$ cat config.mk
export PLATFORM = sky130hd
export DESIGN_NAME = jtag_master
export DESIGN_NICKNAME = d
export VERILOG_FILES = /design/src/rtl/jtag_master_pkg.sv /design/src/rtl/jtag_tap_fsm.sv /design/src/rtl/jtag_master.sv
export SDC_FILE = /design/constraint.sdc
export NUM_CORES = 1
export LEC_CHECK = 0
export BUFFER_PORTS_ARGS = -buffer_cell sky130_fd_sc_hd__buf_2
export CORE_MARGIN = 8
export CORE_UTILIZATION = 50
export DETAILED_ROUTE_END_ITERATION = 10
export GPL_ROUTABILITY_DRIVEN = 0
export PLACE_DENSITY = 0.78
export SYNTH_ARGS = -nofsm -noshare
export SYNTH_HDL_FRONTEND = slang
export SYNTH_SLANG_ARGS = --single-unit
$ cat constraint.sdc
create_clock -name CLK -period 4.2 [get_ports CLK]
set_clock_uncertainty 0.15 [all_clocks]
set_input_delay 0.84 -clock CLK [delete_from_list [all_inputs] [get_ports CLK]]
set_output_delay 0.84 -clock CLK [all_outputs]
set_load 0.01 [all_outputs]
$ cat src/rtl/jtag_master_pkg.sv
// jtag_master_pkg: shared encodings for the JTAG master.
// Contents: command opcodes, the 16-state IEEE 1149.1 TAP enum, the
// sequencer state enum, and tap_next(), the TAP next-state function.
package jtag_master_pkg;

    typedef enum logic [1:0] {
        OP_RESET    = 2'd0,
        OP_SHIFT_IR = 2'd1,
        OP_SHIFT_DR = 2'd2,
        OP_NOP      = 2'd3
    } op_t;

    typedef enum logic [3:0] {
        TAP_RESET,
        TAP_IDLE,
        TAP_SEL_DR,
        TAP_CAP_DR,
        TAP_SHIFT_DR,
        TAP_EXIT1_DR,
        TAP_PAUSE_DR,
        TAP_EXIT2_DR,
        TAP_UPD_DR,
        TAP_SEL_IR,
        TAP_CAP_IR,
        TAP_SHIFT_IR,
        TAP_EXIT1_IR,
        TAP_PAUSE_IR,
        TAP_EXIT2_IR,
        TAP_UPD_IR
    } tap_t;

    typedef enum logic [2:0] {
        IDLE,
        PRE_RESET,
        HEAD,
        SHIFT,
        TAIL,
        DONE
    } seq_t;

    localparam int RESET_BITS = 6;

    function automatic tap_t tap_next(input tap_t s, input logic tms);
        case (s)
            TAP_RESET:    return tms ? TAP_RESET    : TAP_IDLE;
            TAP_IDLE:     return tms ? TAP_SEL_DR   : TAP_IDLE;
            TAP_SEL_DR:   return tms ? TAP_SEL_IR   : TAP_CAP_DR;
            TAP_CAP_DR:   return tms ? TAP_EXIT1_DR : TAP_SHIFT_DR;
            TAP_SHIFT_DR: return tms ? TAP_EXIT1_DR : TAP_SHIFT_DR;
            TAP_EXIT1_DR: return tms ? TAP_UPD_DR   : TAP_PAUSE_DR;
            TAP_PAUSE_DR: return tms ? TAP_EXIT2_DR : TAP_PAUSE_DR;
            TAP_EXIT2_DR: return tms ? TAP_UPD_DR   : TAP_SHIFT_DR;
            TAP_UPD_DR:   return tms ? TAP_SEL_DR   : TAP_IDLE;
            TAP_SEL_IR:   return tms ? TAP_RESET    : TAP_CAP_IR;
            TAP_CAP_IR:   return tms ? TAP_EXIT1_IR : TAP_SHIFT_IR;
            TAP_SHIFT_IR: return tms ? TAP_EXIT1_IR : TAP_SHIFT_IR;
            TAP_EXIT1_IR: return tms ? TAP_UPD_IR   : TAP_PAUSE_IR;
            TAP_PAUSE_IR: return tms ? TAP_EXIT2_IR : TAP_PAUSE_IR;
            TAP_EXIT2_IR: return tms ? TAP_UPD_IR   : TAP_SHIFT_IR;
            default:      return tms ? TAP_SEL_DR   : TAP_IDLE;
        endcase
    endfunction

endpackage

$ cat src/rtl/jtag_tap_fsm.sv
// jtag_tap_fsm: tracks the TAP controller state of the scanned device.
// Ports: CLK/RST (sync, active-high); en strobes one TCK rise; tms is the
// TMS level seen on that rise; state is the current TAP state (tap_t code).
module jtag_tap_fsm
    import jtag_master_pkg::*;
(
    input  logic       CLK,
    input  logic       RST,
    input  logic       en,
    input  logic       tms,
    output logic [3:0] state
);

    always_ff @(posedge CLK) begin
        if (RST) state <= TAP_RESET;
        else if (en) state <= tap_next(tap_t'(state), tms);
    end

endmodule

$ cat src/rtl/jtag_master.sv
// jtag_master: turns RESET / SHIFT_IR / SHIFT_DR commands into TCK/TMS/TDI
// sequences at CLK/2 and returns the TDO bits captured while shifting.
// Ports: CLK/RST (sync, active-high); cmd_valid/cmd_ready/cmd_op/cmd_len/
// cmd_data command handshake; rsp_valid pulse with rsp_data capture;
// TCK/TMS/TDI to the chain, TDO from it.
module jtag_master
    import jtag_master_pkg::*;
#(
    parameter int MAX_LEN = 32,
    parameter int LW      = 6
) (
    input  logic               CLK,
    input  logic               RST,
    input  logic               cmd_valid,
    output logic               cmd_ready,
    input  logic [1:0]         cmd_op,
    input  logic [LW-1:0]      cmd_len,
    input  logic [MAX_LEN-1:0] cmd_data,
    output logic               rsp_valid,
    output logic [MAX_LEN-1:0] rsp_data,
    output logic               TCK,
    output logic               TMS,
    output logic               TDI,
    input  logic               TDO
);

    seq_t               state, state_n, start, after;
    logic               ph, ph_n;
    logic [LW-1:0]      cnt, cnt_n, len_r;
    logic [1:0]         op_r;
    logic [MAX_LEN-1:0] sr, cap;
    logic               tap_sync;
    logic [3:0]         tap;
    logic               accept, active, rise, last, is_ir, tms_bit, tdi_bit, cap_en;

    assign cmd_ready = state == IDLE;
    assign accept    = cmd_valid && cmd_ready;
    assign active    = state inside {PRE_RESET, HEAD, SHIFT, TAIL};
    // ph=0: next edge drives the low phase of the current bit; ph=1: next edge raises TCK
    assign rise      = active && ph;

    jtag_tap_fsm u_tap (
        .CLK   (CLK),
        .RST   (RST),
        .en    (rise),
        .tms   (TMS),
        .state (tap)
    );

    always_ff @(posedge CLK) begin
        if (RST) begin
            state <= IDLE;
            cnt   <= '0;
            ph    <= 1'b0;
        end else begin
            state <= state_n;
            cnt   <= cnt_n;
            ph    <= ph_n;
        end
    end

    always_comb begin
        state_n = state;
        cnt_n   = cnt;
        ph_n    = ph;
        // zero-length shifts and reserved ops go straight to DONE with no TCK activity
        start   = cmd_op == OP_RESET ? PRE_RESET
                : (cmd_op == OP_SHIFT_IR || cmd_op == OP_SHIFT_DR) && cmd_len != '0
                  ? (tap_sync ? HEAD : PRE_RESET)
                : DONE;
        if (state == IDLE) begin
            if (accept) begin
                state_n = start;
                cnt_n   = '0;
                ph_n    = 1'b0;
            end
        end else if (state == DONE) begin
            state_n = IDLE;
        end else if (!ph) begin
            ph_n = 1'b1;
        end else begin
            ph_n    = 1'b0;
            cnt_n   = last ? '0 : cnt + LW'(1);
            state_n = last ? after : state;
        end
    end

    always_comb begin
        is_ir   = op_r == OP_SHIFT_IR;
        tms_bit = state == PRE_RESET ? cnt != LW'(RESET_BITS - 1)
                : state == HEAD      ? cnt == '0 || (is_ir && cnt == LW'(1))
                : state == SHIFT     ? cnt == len_r - LW'(1)
                : state == TAIL && cnt == '0;
        last    = state == PRE_RESET ? cnt == LW'(RESET_BITS - 1)
                : state == HEAD      ? cnt == (is_ir ? LW'(3) : LW'(2))
                : state == SHIFT     ? cnt == len_r - LW'(1)
                : state == TAIL && cnt == LW'(1);
        after   = state == PRE_RESET ? (op_r == OP_RESET ? DONE : HEAD)
                : state == HEAD      ? SHIFT
                : state == SHIFT     ? TAIL
                : DONE;
        tdi_bit = state == SHIFT && sr[0];
        // the tracker is in Shift-xR exactly on the rises of the shift bits
        cap_en  = rise && (tap == TAP_SHIFT_DR || tap == TAP_SHIFT_IR);
    end

    always_ff @(posedge CLK) begin
        if (RST) begin
            TCK       <= 1'b0;
            TMS       <= 1'b1;
            TDI       <= 1'b0;
            rsp_valid <= 1'b0;
            rsp_data  <= '0;
            tap_sync  <= 1'b0;
            op_r      <= '0;
            len_r     <= '0;
            sr        <= '0;
            cap       <= '0;
        end else begin
            rsp_valid <= state == DONE;
            if (state == DONE) rsp_data <= cap;
            TCK <= rise;
            // TMS/TDI only move on the low-phase edge and hold through the high phase
            TMS <= active ? (ph ? TMS : tms_bit) : 1'b0;
            TDI <= active ? (ph ? TDI : tdi_bit) : 1'b0;
            if (accept) begin
                op_r  <= cmd_op;
                len_r <= cmd_len;
                sr    <= cmd_data;
                cap   <= '0;
                if (start != DONE) tap_sync <= 1'b1;
            end
            if (rise && state == SHIFT) sr <= sr >> 1;
            if (cap_en) cap <= cap | ({{(MAX_LEN-1){1'b0}}, TDO} << cnt);
        end
    end

endmodule
==> impl_results.md, run 1 <==
- Clk sink count: 123
- Register area share after synthesis: roughly 48%
- Vias/cell: 5.62
- Worst IR drop on VDD: between 0.0006 and 0.0007 V
- Hold depth: 2
- Static Leak: 2.40 nW
- CP top delay family: simple AND/OR/NAND/NOR gates
- Slowest-stage cell, CP: or3_1
- R2R depth: 6
- Max stage delay on crit path: 480 ps
- Clock Tree Buf Depth: 2
- GR Util met1: 21.9%
- Largest cells by area after synthesis: dfxtp_1 (48%), nand2_1 (7.7%), nor2_1 (6.0%)
- Initial DRC Count: 323
- Initial core utilization: 50.6%
- I/O pins: 81
- Critical-path maximum fanout: 16
- Total number of vias: 4722
- RSZ-0062 raised after global routing: no
- Post-cts repair resize count: 0
- R2r startpoint: cnt[2]
- Hpwl dp: ~8 mm
- Worst-margin pin slew: 1170 ps
- Worst hold start: rsp_data[18]
- GR peak layer: met2
- Area delta synth->final: 19.5%
- F_max: 0.369 GHz
- WP buf/inv: 2
- WL final: 12.4 mm
- DRT Pass-1 Iters: 6
- First-pass GRT wire length: 21.6 mm
- Final hold violation count: 0
- Yosys reg bits: 123
- Crit-path cells: or3_1 -> inv_1 -> buf_2
- Layout cells sized above 1: roughly 18%
- Num rows: 37
- GR Overflow Total: 0
- Hold buffer count at CTS: 0
- GRT Overall Usage: 18.2%
- Met2 Track Usage GR: between 30% and 40%
- GRT met3 Usage: 5.90%
- CTS root buffer: clkbuf_8
- Avg Synthesized Cell Area: 8.10 µm²
- Worst Hold Class: flop to flop
- Residual DRC: 0
- R2R Path End: state[0]
- Cell variety after synth: 48
- Die width: 117 µm
- Crit. End Element: output pin
- Slew margin rel.: between 20% and 30%
- Synthesized instance count: 636
- Core area: 0.0102 mm²
- Most common cell after layout, fill and taps aside: dfxtp_1
- Worst setup SP type: flop
- Number of global-route vias before repair: 4625
- Layout Nets: 740
- Initial antenna violation count: 0
- Non-Filler Instances: 840
- Cell taking the most area after synthesis: dfxtp_1
- Min Tclk post-route: approximately 2700 ps
- Largest net degree at the start of global routing: 84
- Remaining antenna violation count: 0
- Crit path kind: flop to output pin
- Highest-count cells in the layout ignoring fill and taps: dfxtp_1 (123), nand2_1 (104), nor2_1 (81)
- Pins Over Slew Limit: 0
- TritonCTS clock tree: done
- DR WL/cell: 14.8 µm
- Worst EP required: 3210 ps
- IO Port Bufs: 80
- Fin crit share: 64.5%
- H-tree depth: 4
- Final setup fails: 0
- Die Y: 117 µm
- Clk slew on worst S/H paths: roughly 60 ps
- Worst Path Arrival: 1720 ps
- ANT cells: 0
- Status: completed
- Setup TNS: 0 ps
- Hold endpoint: rsp_data[18]
- Synth top area share: 47.8%
- R2R Setup Slk: between 1500 and 2000 ps
- Clk Latency, worst-skew pair: roughly 500 ps
- Power Density: 600 mW/mm²
- FILL cells: around 900
- CTS buffer count: 17
- Area of the mapped netlist: between 0.005 and 0.006 mm²
- YS warnings: 0
- Post-CTS Setup Inserts: 0
- Cell total after placement: 808
- Synth Net Count: 685
- Die area: approximately 0.014 mm²
- Max-Cap Viols: 0
metrics by stage:
step                      setup slack [ps]  area, µm²  util (%)  power [mW]  hold WS, ps
after floorplan                       1870       5150         -        2.09          271
after global placement                1640       5560      54.6        2.24          278
after detailed placement              1590       5560      54.6        2.27          292
after CTS                             1500       6160      60.4        3.70          301
after global routing                  1210       6160      60.4        3.89          323
final                                 1490       6160      60.4        3.69          301
synth_stat cells (all sizes together):
| master | instances |
|---|---|
| a211o | 1 |
| a211oi | 6 |
| a21o | 1 |
| a21oi | 50 |
| a221oi | 2 |
| a22oi | 34 |
| a2bb2oi | 1 |
| a311oi | 2 |
| a31oi | 2 |
| a32o | 1 |
| a32oi | 1 |
| and2 | 2 |
| and3 | 2 |
| buf | 8 |
| clkbuf | 40 |
| dfxtp | 123 |
| ha | 5 |
| inv | 15 |
| mux2 | 1 |
| mux2i | 3 |
| nand2 | 105 |
| nand2b | 6 |
| nand3 | 10 |
| nand4 | 3 |
| nor2 | 82 |
| nor2b | 5 |
| nor3 | 48 |
| nor4 | 2 |
| nor4b | 1 |
| o211ai | 4 |
| o21a | 2 |
| o21ai | 15 |
| o22ai | 31 |
| o311a | 1 |
| o31a | 1 |
| o31ai | 2 |
| o32ai | 2 |
| or3 | 2 |
| or4 | 1 |
| xnor2 | 6 |
| xor2 | 7 |
cell families after synthesis:
group	synth area share [%]
xor+xnor	2.21
fa+ha+maj	1.21
buf+inv	4.86
simple gates	23.4
flops	47.8
compound gates	19.7
mux	0.802
worst reg2reg max path: stages, from the launching register on:
cell	delay (ps)
dfxtp_1	620
nor4b_4	480
a31oi_1	190
o21ai_1	180
a21oi_1	110
nor3_4	440
mux2_1	370
state kept, by name, summed over array words and instances, names as in the netlist:
name / count
tap_sync: 1
cap: 32
sr: 32
ph: 1
TMS: 1
op_r: 2
TDI: 1
cnt: 6
len_r: 6
TCK: 1
rsp_valid: 1
rsp_data: 32
u_tap.state: 4
state: 3
per-layer routing:
layer | routed length, µm | vias up
li1 | - | 2333
met1 | 5380 | 2219
met2 | 5990 | 157
met3 | 914 | 13
met4 | 129 | 0
met5 | 0 | -
how the worst max path moves through the flow:
stage,cells past startpoint,from,endpoint,slack [ps]
floorplan,6,cmd_len[5],state[0],1870
global placement,8,len_r[0],state[0],1640
detailed placement,8,len_r[0],state[0],1590
CTS,3,state[2],cmd_ready,1500
global route,6,state[2],sr[12],1210
finish,3,state[2],cmd_ready,1490
power by group:
part	switching (mW)	internal (mW)	total [mW]
combinational	0.506	0.296	0.802
clock	0.527	0.896	1.42
sequential	0.153	1.31	1.47
total	1.19	2.51	3.69
cell type report:
type                       count  area, µm²  area share, %
clock buffer                  20        455           7.40
tap                          136        170           2.76
sequential                   123       2460           40.0
timing repair buffer          84        433           7.03
multi-input combinational    450       2440           39.7
clock inverter                12        136           2.22
inverter                      15       56.3          0.915
Note: power is estimated with default switching activity, not from simulation.
==> run 2, diff against run 1 <==
Settings changed: ABC_AREA set to 1, PLACE_DENSITY 0.78 to 0.77.
Clock period 4.2 ns to 2.77 ns, I/O delays scaled along.
==> impl_results.md, run 2 <==
- Residual DRC: 0 (unchanged)
- Power Density: 946 mW/mm² (+58%)
- Total number of vias: 5259 (+11%)
- Setup TNS: 0 ps (unchanged)
- Sw Ratio: 35.2% (+3.1 points)
- Worst setup SP type: flop
- Yosys reg bits: 123 (unchanged)
- Status: completed
- Critical-path maximum fanout: 5 (-11)
- Placed Area: 0.00604 mm² (+8.5%)
- WL final: 13.4 mm (+8.0%)
- Slew margin rel.: 55.8% (+34 points)
- Comb pwr share: 30.3% (+8.6 points)
- First-pass GRT wire length: 22.7 mm (+4.9%)
- Final setup fails: 0 (unchanged)
- GR Util met1: 23.4% (+1.4 points)
- Synthesized instance count: 768 (+21%)
- I/O pins: 81 (unchanged)
- CTS root buffer: clkbuf_8
- Non-Filler Instances: 988 (+18%)
- Cell taking the most area after synthesis: dfxtp_1
- Avg Synthesized Cell Area: 7.27 µm² (-10%)
- Worst IR drop on VDD: 0.000820 V (+27%)
- Remaining antenna violation count: 0 (unchanged)
- GRT met3 Usage: 5.00% (-0.90 points)
- Met2 Track Usage GR: 30.3% (+0.32 points)
- Max-Cap Viols: 0 (unchanged)
- Crit. End Element: output pin
- Register area share after synthesis: 44.1% (-3.7 points)
- Initial antenna violation count: 0 (unchanged)
- Clk slew on worst S/H paths: 60 ps (about the same)
- Power, Total: 6.25 mW (+69%)
- Highest-count cells in the layout ignoring fill and taps: nor2_1 (128), dfxtp_1 (123), nand2_1 (99)
- Cell variety after synth: 40 (-17%)
- Worst-margin pin slew: 660 ps (-505 ps)
- CTS buffer count: 17 (unchanged)
- Hold buffer count at CTS: 0 (unchanged)
- Worst Path Arrival: 1500 ps (-220 ps)
- Reg power frac: 36.6% (-3.1 points)
- Area of the mapped netlist: 0.00558 mm² (+8.4%)
- Crit path kind: flop to output pin
- Die Y: 122 µm (+3.5%)
- GR peak layer: met2
- Largest cells by area after synthesis: dfxtp_1 (44%), nor2_1 (8.6%), a21oi_1 (8.1%)
- Min Tclk post-route: 2200 ps
- Clk Latency, worst-skew pair: 520 ps (+20 ps)
- Clock power share: 33.2% (-5.3 points)
- Fin util: 60.7% (+0.21 points)
- ANT cells: 0 (unchanged)
- Initial core utilization: 51.3% (+0.70 points)
- Vias/cell: 5.32 (-5.3%)
- Ys flop type: dfxtp_1
- Worst Hold Class: primary input to flop
- EDFF count, synth: 0 (unchanged)
- Most common cell after layout, fill and taps aside: nor2_1
- GRT Overall Usage: 18.6% (+0.49 points)
- Clock Tree Buf Depth: 2 (unchanged)
- Worst EP required: 2070 ps (-1140 ps)
- RSZ-0062 raised after global routing: no
- YS warnings: 0 (unchanged)
- GR Overflow Total: 0 (unchanged)
- Hpwl dp: 9.14 mm (+12%)
- Post-synth top cells: nor2_1 (128), dfxtp_1 (123), nand2_1 (99)
- Regs by FF count: cap (32), rsp_data (32), sr (32)
- Initial DRC Count: 497 (+54%)
- Core area: 0.0109 mm² (+6.9%)
- Int Pwr: 4.05 mW (+62%)
- Num rows: 38 (+2.7%)
- Cell total after placement: 956 (+18%)
- Layout cells sized above 1: 17.5% (-0.44 points)
- IO Port Bufs: 80 (unchanged)
- Final hold violation count: 0 (unchanged)
- Die width: 122 µm (+3.5%)
- Clk sink count: 123 (unchanged)
- Post-CTS Setup Inserts: 0 (unchanged)
- Post-cts repair resize count: 0 (unchanged)
- Cell area after layout: 0.00660 mm² (+7.3%)
- Synth Net Count: 817 (+19%)
- Count leader, synth: nor2_1
- Share of flip-flops with an asynchronous set or reset: 0% (unchanged)
- Area delta synth->final: 18.3%
- Synth top area share: 44.1% (-3.7 points)
- Fin crit share: roughly four fifths
- TritonCTS clock tree: done
- Psw: 2.20 mW (+85%)
- Number of global-route vias before repair: 4858 (+5.0%)
- DR WL/cell: 13.6 µm (-8.2%)
- Static Leak: 2.80 nW (+16%)
- Die area: 0.0148 mm² (+7.2%)
- DRT Pass-1 Iters: 5 (-1)
- Largest net degree at the start of global routing: 67 (-20%)
- H-tree depth: 4 (unchanged)
- Pins Over Slew Limit: 0 (unchanged)
- F_max: 0.454 GHz
- Layout Nets: 884 (+19%)
[run 2: cell count changes after synthesis, moves of 28 or more]
cell / delta
nor3_1: -28
inv_1: +65
nor2_1: +46
a21oi_1: +40
o21ai_0: +59
a22oi_1: -33
o22ai_1: -28
o221ai_1: +30
[run 2: area by class of cell]
class,count,area [µm²]
clock buffers,27,512
clock inverters,5,56.3
fillers,1019,4280
inverters,90,344
multi-input cells,517,2600
flip-flops and latches,123,2460
well taps,140,175
repair buffers,86,458
[run 2: final timing paths]
path,start,end,slack (ps),cells past startpoint
hold / removal,cmd_data[31],sr[31],100,3
hold reg to reg,rsp_data[24],rsp_data[24],290,2
setup / recovery,state[2],cmd_ready,570,4
setup reg to reg,state[2],sr[30],610,7
[run 2: logic make-up (layout without fill, tap and decap cells)]
group	count (synthesis)	after routing	synth area share, %
xor+xnor	2	2	0.314
compound gates	210	210	21.6
buf+inv	128	208	9.46
simple gates	300	300	23.4
fa+ha+maj	5	5	1.12
flops	123	123	44.1
[run 2: routing by layer]
layer  vias to the layer above  wire, µm
met5                         -         0
met4                         0       162
met3                        11       775
met2                       150      6450
met1                      2396      6020
li1                       2702         -
[run 2: power by group through the flow]
stage	clock, mW	sequential (mW)	combinational, mW
floorplan	0	2.30	1.46
global placement	0	2.31	1.84
detailed placement	0	2.31	1.86
CTS	2.10	2.28	1.88
global route	2.19	2.32	2.13
finish	2.07	2.29	1.89
[run 2: critical path, stage by stage, from the launching register on]
cell	delay (ps)
dfxtp_1	360
nor2_1	250
nand2_4	120
inv_4	110
buf_2	140
[run 2: metrics by stage]
stage / worst slack (ps) / hold WS, ps
after floorplan: 956 / 287
after global placement: 669 / 278
after detailed placement: 626 / 282
after CTS: 553 / 87.5
after global routing: 363 / 96.3
final: 567 / 105
==> run 3, diff against run 2 <==
Settings changed: ABC_AREA 1 to 0, PLACE_DENSITY 0.77 to 0.78.
Clock period 2.77 ns to 2.15 ns, I/O delays scaled along.
==> impl_results.md, run 3 (synthesized netlist as in run 1, its figures left out) <==
- Remaining antenna violation count: 0 (unchanged)
- Fin crit share: 96.8%
- Setup TNS: 0 ps (unchanged)
- Largest net degree at the start of global routing: 59 (-12%)
- Worst Path Arrival: 2360 ps (+860 ps)
- Clk sink count: 123 (unchanged)
- Highest-count cells in the layout ignoring fill and taps: dfxtp_1 (118), nand2_1 (104), nor2_1 (80)
- Residual DRC: 0 (unchanged)
- WP buf/inv: 3 (+1)
- F_max: between 0.4 and 0.5 GHz
- Worst setup SP type: flop
- R2R Setup Slk: 70 ps (-540 ps)
- CP top delay family: compound AO/OA/AOI/OAI gates
- Max stage delay on crit path: 400 ps (+40 ps)
- R2r startpoint: cnt[1]
- Top cell by count, worst path: a21oi_1
- Final setup fails: 0 (unchanged)
- Total number of vias: 4945 (-6.0%)
- FILL cells: 857 (-16%)
- GR Overflow Total: 0 (unchanged)
- Min Tclk post-route: 2080 ps
- Initial DRC Count: 398 (-20%)
- Non-Filler Instances: 873 (-12%)
- Core area: 0.0102 mm² (-6.5%)
- Pins Over Slew Limit: 0 (unchanged)
- Layout cells sized above 1: 24.2% (+6.7 points)
- CTS buffer count: 17 (unchanged)
- Worst IR drop on VDD: 0.000571 V (-30%)
- Area delta synth->final: 27.0%
- Max-Cap Viols: 0 (unchanged)
- Post-place setup slack: -35.1 ps (-661 ps)
- Die area: 0.0138 mm² (-6.7%)
- Slowest-stage cell, CP: dfxtp_1
- Most common cell after layout, fill and taps aside: dfxtp_1
- Crit path kind: flop to flop
- IO Port Bufs: 80 (unchanged)
- Clk Latency, worst-skew pair: 510 ps (about the same)
- Hold buffer count at CTS: 0 (unchanged)
- Regs by FF count: cap (32), rsp_data (32), sr (32)
- Final hold violation count: 0 (unchanged)
- Die width: 117 µm (-3.4%)
- Crit. End Element: flop
- H-tree depth: 4 (unchanged)
- Clk slew on worst S/H paths: 60 ps (about the same)
- R2R Path End: cnt[1]
- Worst Hold Class: primary input to flop
- Hpwl dp: 8.62 mm (-5.7%)
- Layout Nets: 773 (-13%)
- Initial core utilization: 50.6% (-0.70 points)
- Num rows: 37 (-2.6%)
- DR WL/cell: 14.9 µm (+9.4%)
- Worst hold start: cmd_op[1]
- Status: completed
- Cell total after placement: 834 (-13%)
- Die Y: 117 µm (-3.4%)
- Initial antenna violation count: 0 (unchanged)
- Power, Total: 7.54 mW (+21%)
- Hold endpoint: op_r[1]
- First-pass GRT wire length: 22.1 mm (-2.7%)
- Slew margin rel.: 64.7% (+8.9 points)
- TritonCTS clock tree: done
- Vias/cell: 5.66 (+6.4%)
- Number of global-route vias before repair: 4676 (-3.7%)
- GRT Overall Usage: 18.7% (+0.065 points)
- Hold depth: 3 (unchanged)
- ANT cells: 0 (unchanged)
- Worst-margin pin slew: 525 ps (-135 ps)
- R2R depth: 9 (+2)
- Worst EP required: 2430 ps (+360 ps)
- DRT Pass-1 Iters: 5 (unchanged)
- Final worst slack: 69.1 ps (-498 ps)
- Clock Tree Buf Depth: 2 (unchanged)
- WL final: 13.0 mm (-3.3%)
- Critical-path maximum fanout: 7 (+2)
- Power Density: 1150 mW/mm² (+22%)
- Static Leak: 2.61 nW (-6.7%)
- CTS root buffer: clkbuf_8
- I/O pins: 81 (unchanged)
- Crit-path cells: inv_1 -> ha_1 -> a21oi_1 -> a21oi_1 -> a311oi_2 -> nor3_4 -> buf_6 -> buf_4 -> nor3_1
[run 3: changes by cell type in the layout (fill, tap and decap cells not counted), sizes merged, moves of 10 or more]
cell    before  now
a21oi       90   50
a22oi        1   34
buf         86  117
clkbuf      27   17
inv         89   23
nand3       32   10
nor2       135   82
nor3        19   48
o21ai       76   15
o221ai      30    0
o22ai        3   31
[run 3: layout make-up]
type	instances	area, µm²	area share, %
inverter	15	58.8	0.899
tap	136	170	2.60
clock inverter	15	151	2.31
sequential	123	2480	37.8
timing repair buffer	117	741	11.3
multi-input combinational	450	2530	38.7
clock buffer	17	414	6.33
[run 3: per-layer routing]
metal  global-route usage (%)  part of all wire, %  vias to the layer above
met5                        0                    0                        -
met4                     5.60                  1.2                        0
li1                         -                    -                     2404
met2                     31.0                   48                      181
met1                     22.6                   43                     2342
met3                     5.95                  7.8                       18
[run 3: worst min-delay path, delay by kind of cell]
kind	cells	cell delay [ps]
simple gates	1	50
compound gates	1	50
buf+inv	1	100
[run 3: power by group]
group | internal, mW | switching (mW) | total, mW | leakage (nW)
clock network | 1.57 | 1.12 | 2.69 | 0.274
logic | 0.852 | 1.21 | 2.06 | 1.33
registers | 2.57 | 0.219 | 2.79 | 1.00
total | 4.99 | 2.55 | 7.54 | 2.61
[run 3: how the worst max path moves through the flow]
stage,start,to,cells past startpoint
after floorplan,len_r[0],state[0],8
after global placement,len_r[0],state[1],9
after detailed placement,len_r[0],state[1],9
after CTS,u_tap.state[0],cap[21],6
after global routing,state[1],cnt[1],9
final,cnt[1],cnt[1],9
[run 3: repair_timing]
item / CTS / global route
buffers inserted: 0 / 8
resized for setup: 7 / 16
gates cloned: 0 / 0
pin swaps: 2 / 6
setup endpoints to repair: 18 / 42
[run 3: metrics by stage]
stage	instance area (µm²)	utilization, %	hold WS (ps)
final	6540	64.2	19.0
after global routing	6540	64.2	6.03
after CTS	6410	63.0	3.66
after detailed placement	5820	57.1	292
after global placement	5820	57.1	280
after floorplan	5170	-	271
